**config.mk**
```make
export PLATFORM = sky130hd
export DESIGN_NAME = inst_fetch_queue
export DESIGN_NICKNAME = d
export VERILOG_FILES = /design/src/rtl/inst_fetch_queue.sv
export SDC_FILE = /design/constraint.sdc
export NUM_CORES = 1
export LEC_CHECK = 0
export BUFFER_PORTS_ARGS = -buffer_cell sky130_fd_sc_hd__buf_2
export CORE_ASPECT_RATIO = 1.5
export CORE_MARGIN = 4
export CORE_UTILIZATION = 38
export DETAILED_ROUTE_END_ITERATION = 8
export MAX_ROUTING_LAYER = met4
export PLACE_DENSITY = 0.65
export SYNTH_ARGS = -nofsm -noshare
export SYNTH_HDL_FRONTEND = slang
export SYNTH_SLANG_ARGS = --single-unit
```
**constraint.sdc**
```tcl
create_clock -name clk -period 2.25 [get_ports clk]
set_input_delay 0.45 -clock clk [delete_from_list [all_inputs] [get_ports clk]]
set_output_delay 0.45 -clock clk [all_outputs]
set_load 0.03 [all_outputs]
```
**src/rtl/inst_fetch_queue.sv**
```systemverilog
// In-order instruction queue between instruction memory and decode; presents the head word split into MIPS R/I/J fields.
// Optional per-entry PC tagging is enabled with the IFQ_PC_TAG_EN macro (adds in_pc/out_pc).
module inst_fetch_queue #(
  parameter int DEPTH = 4,
  parameter int CNT_W = $clog2(DEPTH) + 1
) (
  input  logic             clk,
  input  logic             rst_n,
  input  logic             in_valid,
  output logic             in_ready,
  input  logic [31:0]      in_inst,
`ifdef IFQ_PC_TAG_EN
  input  logic [31:0]      in_pc,
  output logic [31:0]      out_pc,
`endif
  input  logic             flush,
  output logic             out_valid,
  input  logic             out_ready,
  output logic [5:0]       op,
  output logic [4:0]       rs,
  output logic [4:0]       rt,
  output logic [4:0]       rd,
  output logic [4:0]       shamt,
  output logic [5:0]       funct,
  output logic [15:0]      imm,
  output logic [25:0]      target,
  output logic [CNT_W-1:0] count
);

  localparam int PTR_W = $clog2(DEPTH);

  logic [31:0]      mem_r [DEPTH];
`ifdef IFQ_PC_TAG_EN
  logic [31:0]      pc_mem_r [DEPTH];
`endif
  logic [PTR_W-1:0] wp_r;
  logic [PTR_W-1:0] rp_r;
  logic [CNT_W-1:0] count_r;

  logic             push_s;
  logic             pop_s;
  logic [PTR_W-1:0] wp_nxt_s;
  logic [PTR_W-1:0] rp_nxt_s;
  logic [CNT_W-1:0] count_nxt_s;
  logic [31:0]      head_s;

  assign in_ready  = (count_r < CNT_W'(DEPTH));
  assign out_valid = (count_r != {CNT_W{1'b0}});
  assign count     = count_r;

  // Handshake qualification; flush suppresses both sides so nothing is stored or consumed
  always_comb begin
    push_s = 1'b0;
    pop_s  = 1'b0;
    if (flush) begin
      push_s = 1'b0;
      pop_s  = 1'b0;
    end else begin
      push_s = in_valid & in_ready;
      pop_s  = out_valid & out_ready;
    end
  end

  // Next pointer and occupancy; pointers wrap naturally at the power-of-two depth
  always_comb begin
    wp_nxt_s    = wp_r;
    rp_nxt_s    = rp_r;
    count_nxt_s = count_r;
    if (flush) begin
      wp_nxt_s    = {PTR_W{1'b0}};
      rp_nxt_s    = {PTR_W{1'b0}};
      count_nxt_s = {CNT_W{1'b0}};
    end else begin
      if (push_s) begin
        wp_nxt_s = wp_r + PTR_W'(1);
      end else begin
        wp_nxt_s = wp_r;
      end
      if (pop_s) begin
        rp_nxt_s = rp_r + PTR_W'(1);
      end else begin
        rp_nxt_s = rp_r;
      end
      case ({push_s, pop_s})
        2'b10:   count_nxt_s = count_r + CNT_W'(1);
        2'b01:   count_nxt_s = count_r - CNT_W'(1);
        default: count_nxt_s = count_r;
      endcase
    end
  end

  // Pointer and occupancy state
  always_ff @(posedge clk or negedge rst_n) begin
    if (!rst_n) begin
      wp_r    <= {PTR_W{1'b0}};
      rp_r    <= {PTR_W{1'b0}};
      count_r <= {CNT_W{1'b0}};
    end else begin
      wp_r    <= wp_nxt_s;
      rp_r    <= rp_nxt_s;
      count_r <= count_nxt_s;
    end
  end

  // Entry storage is deliberately left unreset; validity is tracked by count alone
  always_ff @(posedge clk) begin
    if (push_s) begin
      mem_r[wp_r] <= in_inst;
`ifdef IFQ_PC_TAG_EN
      pc_mem_r[wp_r] <= in_pc;
`endif
    end
  end

  // Head word, forced to a NOP encoding while the queue is empty
  always_comb begin
    head_s = 32'd0;
    if (out_valid) begin
      head_s = mem_r[rp_r];
    end else begin
      head_s = 32'd0;
    end
  end

`ifdef IFQ_PC_TAG_EN
  // Head PC tag, zero while empty
  always_comb begin
    out_pc = 32'd0;
    if (out_valid) begin
      out_pc = pc_mem_r[rp_r];
    end else begin
      out_pc = 32'd0;
    end
  end
`endif

  assign op     = head_s[31:26];
  assign rs     = head_s[25:21];
  assign rt     = head_s[20:16];
  assign rd     = head_s[15:11];
  assign shamt  = head_s[10:6];
  assign funct  = head_s[5:0];
  assign imm    = head_s[15:0];
  assign target = head_s[25:0];

endmodule

```
# After elaboration in Yosys (flattened, before gate mapping)
# Memory sizes are Yosys's and may differ from the RTL's.
# Cells that the tools add are included.
[classes]
addsub = 4
multipliers = 0
reduce_logical = 4
n_bitwise = 2
n_lt_le_gt_ge = 1
n_mux = 11
n_eq_ne = 2
n_shift = 0
div_mod_pow = 0
[op_table]
columns = ["operator", "count"]
rows = [
  ["$mux W32", 1],
  ["$mux W2", 4],
  ["$pmux W3 S2", 1],
  ["$reduce_bool A3 Y1", 2],
  ["$add A2 B1 Y2 const B", 2],
  ["$mux W1", 4],
  ["$reduce_bool A2 Y1", 2],
  ["$add A3 B1 Y3 const B", 1],
  ["$lt A3 B3 Y1 const B", 1],
  ["$mux W3", 1],
  ["$sub A3 B1 Y3 const B", 1],
  ["$and A1 B1 Y1", 2],
  ["$eq A2 B1 Y1 const B", 1],
  ["$eq A2 B2 Y1 const B", 1],
]
[totals]
register_bits = 7
input_bits = 37
ramBits = 128
latchBits = 0
memories = 1
rom_bits = 0
output_inout_bits = 79
word_cells = 28
[mem_list]
columns = ["memory", "depth", "width", "read_ports", "rd_clocked_by_memory_dff", "write_ports", "line_no", "text"]
rows = [
  ["mem_r", 4, 32, 1, 0, 1, "32", "logic [31:0] mem_r [DEPTH];"],
]

# Longest topological paths before layout
[logic_depth]
word_depth = 6
ltp_mapped = 10
mapped_depth_nobuf = 8

# Worst setup path after synthesis
# Ideal clock, no wire load.
[synth_path]
path_type = "reg2out"
startpoint = "register count_r[0] (netlist: count[0])"
endpoint = "output port target[22]"
required_time_ps = 1800
path_buffers = 4
path_stages_with_launch = 7
slack_ps = -42
t_arrival_ps = 1842
path_cell_list = "dfrtp_1 > buf_6 > or3_1 > buf_2 > buf_2 > and2_1 > buf_4"
[synth_via]
elab_chain_cells = 2
[synth_rtl]
columns = ["element", "line_no", "text"]
rows = [
  ["start, declared", "38", "logic [CNT_W-1:0] count_r;"],
  ["start signal, assigned", "97", "count_r <= {CNT_W{1'b0}};"],
  ["start signal, assigned", "101", "count_r <= count_nxt_s;"],
  ["$reduce_bool A3 Y1", "48", "assign out_valid = (count_r != {CNT_W{1'b0}});"],
  ["net out_valid", "17", "output logic out_valid,"],
  ["$mux W32", "118", "if (out_valid) begin"],
  ["end, declared", "26", "output logic [25:0] target,"],
]
# The timed path passes the listed nets, and every way through them passes these cells.

# Final worst setup path
[layout_path]
startpoint = "register rp_r[0]"
endpoint = "output port target[6]"
[layout_via]
elab_chain_cells = 2
[layout_rtl]
columns = ["element", "line_no", "text"]
rows = [
  ["start, declared", "37", "logic [PTR_W-1:0] rp_r;"],
  ["start signal, assigned", "96", "rp_r <= {PTR_W{1'b0}};"],
  ["start signal, assigned", "100", "rp_r <= rp_nxt_s;"],
  ["$mem_v2 Z4 W32", "n/a", ""],
  ["$mux W32", "118", ""],
]
# No other way between the ends.

==> impl_metrics.yaml <==
setup_path:
  arrival_ns: 1.92
  startpoint_type: "flip-flop"
  timing.rr.start: "count[2]"
  crit_required_ns: 1.80
  critPathMaxFanout: 6
  worstSetupPathType: "flip-flop to output port"
  crit_path_end_kind: "output port"
  critPathLaunch: "rp_r[0]"
drt:
  drt_first_pass_iters: 4
  vias: 2924
  drt_iter0_drc: 112
  vias_per_cell: 4.72
  drc: 0
  postRouteAntennaNets: 0
  wl_per_cell_um: 18.5
  drt_wl_total_um: 11500
cts:
  cts_tree: "done"
  clock_path_buffers: 2
  clock-sinks: 135
  cts_buffers: 17
  htree_levels: 4
  clk_latency_ns: 0.40
  path_clk_slew_ns: 0.06
  clock-root-buffer: "clkbuf_16"
power:
  peakVddDrop_uv: 586
  powerDensity_nw_per_um2: 1010
  p_clk_frac: 0.357
  report.power.total_mw: 7.61
  switching_share: 0.275
  leakagePower_nw: 2.76
  power_frac_seq: 0.378
  p_int_mw: 5.52
  combPwrFrac: 0.265
  p_sw_mw: 2.09
logic_synthesis:
  synthCells: 307
  syn_area_um2: 5720
  synth.net_count: 349
  yosysTopAreaCellShare: 0.672
  synthDistinctLibCells: 29
  synthTopCellsByArea: "edfxtp_1, mux4_2, buf_4"
  synth_seq_area_share: 0.703
  synth.avg_cell_area_um2: 18.6
  ys_seq_elements: 135
  synth_top_flop_cell: "edfxtp_1"
  synth_edf_count: 128
  synthArstFlopShare: 0.0519
  ys_warn_count: 0
  synth_top_cell_by_area: "edfxtp_1"
run:
  maxCapViolCount: 0
cells_and_area:
  drive_above_1_share: 0.565
  seq_area_um2: 4020
  stdcell_count: 619
  final_common_cell: "edfxtp_1"
  num-nets-final: 450
  multi_input_comb_area_um2: 1310
  layout_common_cells: "edfxtp_1, buf_6, buf_2"
  fin_util: 0.515
  syn2layout_area_growth_pct: 32.0
  fillers: 1198
placement:
  post-dp-hpwl_um: 7400
  io_buffers: 115
  placedCellCount: 577
  place_congestion: 0.696
grt:
  busiest_layer: "met2"
  grt_pass1_vias: 3166
  grt_antenna_before_repair: 1
  grt_pass1_wl_um: 17500
  grt_use_met2: 0.262
  grt.met1_usage: 0.150
  use_met3: 0.0357
  grt_max_degree: 35
  groute.usage.overall: 0.144
  grt_overflow_total: 0
floorplanning:
  die_w_um: 108
  io_pins: 116
  rows: 54
  core-area_um2: 14700
  dieArea_um2: 17100
  die_y_um: 158
  initial_core_util: 0.390
sta:
  hold_viol_final: 0
  fin_tns_setup_ns: -6.59
  maxSlewViolCount: 0
  period_minus_slack_ns: 2.37
  rsz0062_at_grt: "yes"
  worstMarginPinSlew_ns: 0.413
  fmax_ghz: 0.422
  slew_headroom: 0.725
  min_period_over_period: 1.05
  finalClockSkew_ns: 0.00451
  setup_violations: 74
  worst_slack_ns: -0.118
status:
  status: "complete, but fails checks"
  violations: "negative setup slack"
hold_path:
  min_from: "in_inst[1]"
  hp-class: "primary input to flip-flop"
-- timing repair --
item                                    CTS  global route
cloned                                    2             1
resized for setup                       108            84
buffers inserted                          4             1
endpoints found under the hold margin     7             0
endpoints found under the setup margin   74            74
hold buffers                              1             0
-- path summary, 6_finish.rpt --
kind | endpoint | slack (ns) | depth (start not counted)
worst max-delay path | target[6] | -0.12 | 5
worst min-delay path | mem_r[2][1] | 0.26 | 1
worst max register to register | count[2] | 0.23 | 8
worst min register to register | wp_r[1] | 0.57 | 2
max in group asynchronous | rp_r[1] | 1.67 | 2
min in group asynchronous | count[2] | 0.41 | 2
-- metrics by stage --
step	hold slack [ns]	cell area [um^2]	setup WS, ns
2_1_floorplan	0.154	5720	0.0185
3_3_place_gp	0.293	6300	0.284
3_5_place_dp	0.295	6300	0.249
4_1_cts	0.241	7270	-0.178
5_1_grt	0.241	7550	-0.196
6_report	0.256	7550	-0.118
-- registers in the layout (all words and copies together), names as in the netlist --
signal,count
mem_r,128
count,3
rp_r,2
wp_r,2
-- cells in the mapped netlist, types with 3 or more instances --
master    number
a21oi_1        4
and2_1        36
buf_12         3
buf_2          5
buf_4         42
clkbuf_1       4
dfrtp_1        7
edfxtp_1     128
ha_1           4
inv_1          3
mux4_1         4
mux4_2        28
nand2_1        6
nand3_1        3
nor2_1         6
o21ai_0        5
xor2_1         3
-- layout make-up --
type,instances,share of cell area
inverters,3,0.00149
clock buffers,19,0.0573
clock inverters,13,0.0204
flip-flops and latches,135,0.533
well taps,196,0.0325
diodes,2,0.000663
repair buffers,140,0.181
multi-input cells,111,0.174
-- routing by layer --
metal / share of wire / vias to the layer above
met5: 0 / -
li1: - / 1338
met3: 0.040 / 8
met1: 0.36 / 1514
met4: 0.0099 / 0
met2: 0.59 / 64
-- power by group through the flow --
stage               combinational, mW  clock, mW  sequential (mW)
finish                           2.02       2.71             2.88
global route                     2.13       2.90             2.89
CTS                              1.82       2.77             2.88
detailed placement               1.49          0             2.93
global placement                 1.47          0             2.92
floorplan                        1.24          0             2.94
-- cells by family (layout without fill, tap and decap cells) --
group / count (synthesis) / after routing / synth area share
DFF: 135 / 135 / 0.703
buffers and inverters: 61 / 175 / 0.0803
and+or+nand+nor: 57 / 57 / 0.0562
muxes: 33 / 33 / 0.130
AOI/OAI and AO/OA: 11 / 11 / 0.0107
adders and majority gates: 5 / 5 / 0.0122
xor gates and xnor gates: 5 / 5 / 0.00766
other: 0 / 2 / 0
-- worst max-delay path: stages (launching register included) --
cell	delay [ns]
dfrtp_2	0.42
buf_6	0.13
buf_12	0.12
mux4_2	0.50
and2_4	0.18
buf_4	0.16
Note: power is estimated with default switching activity, not from simulation.
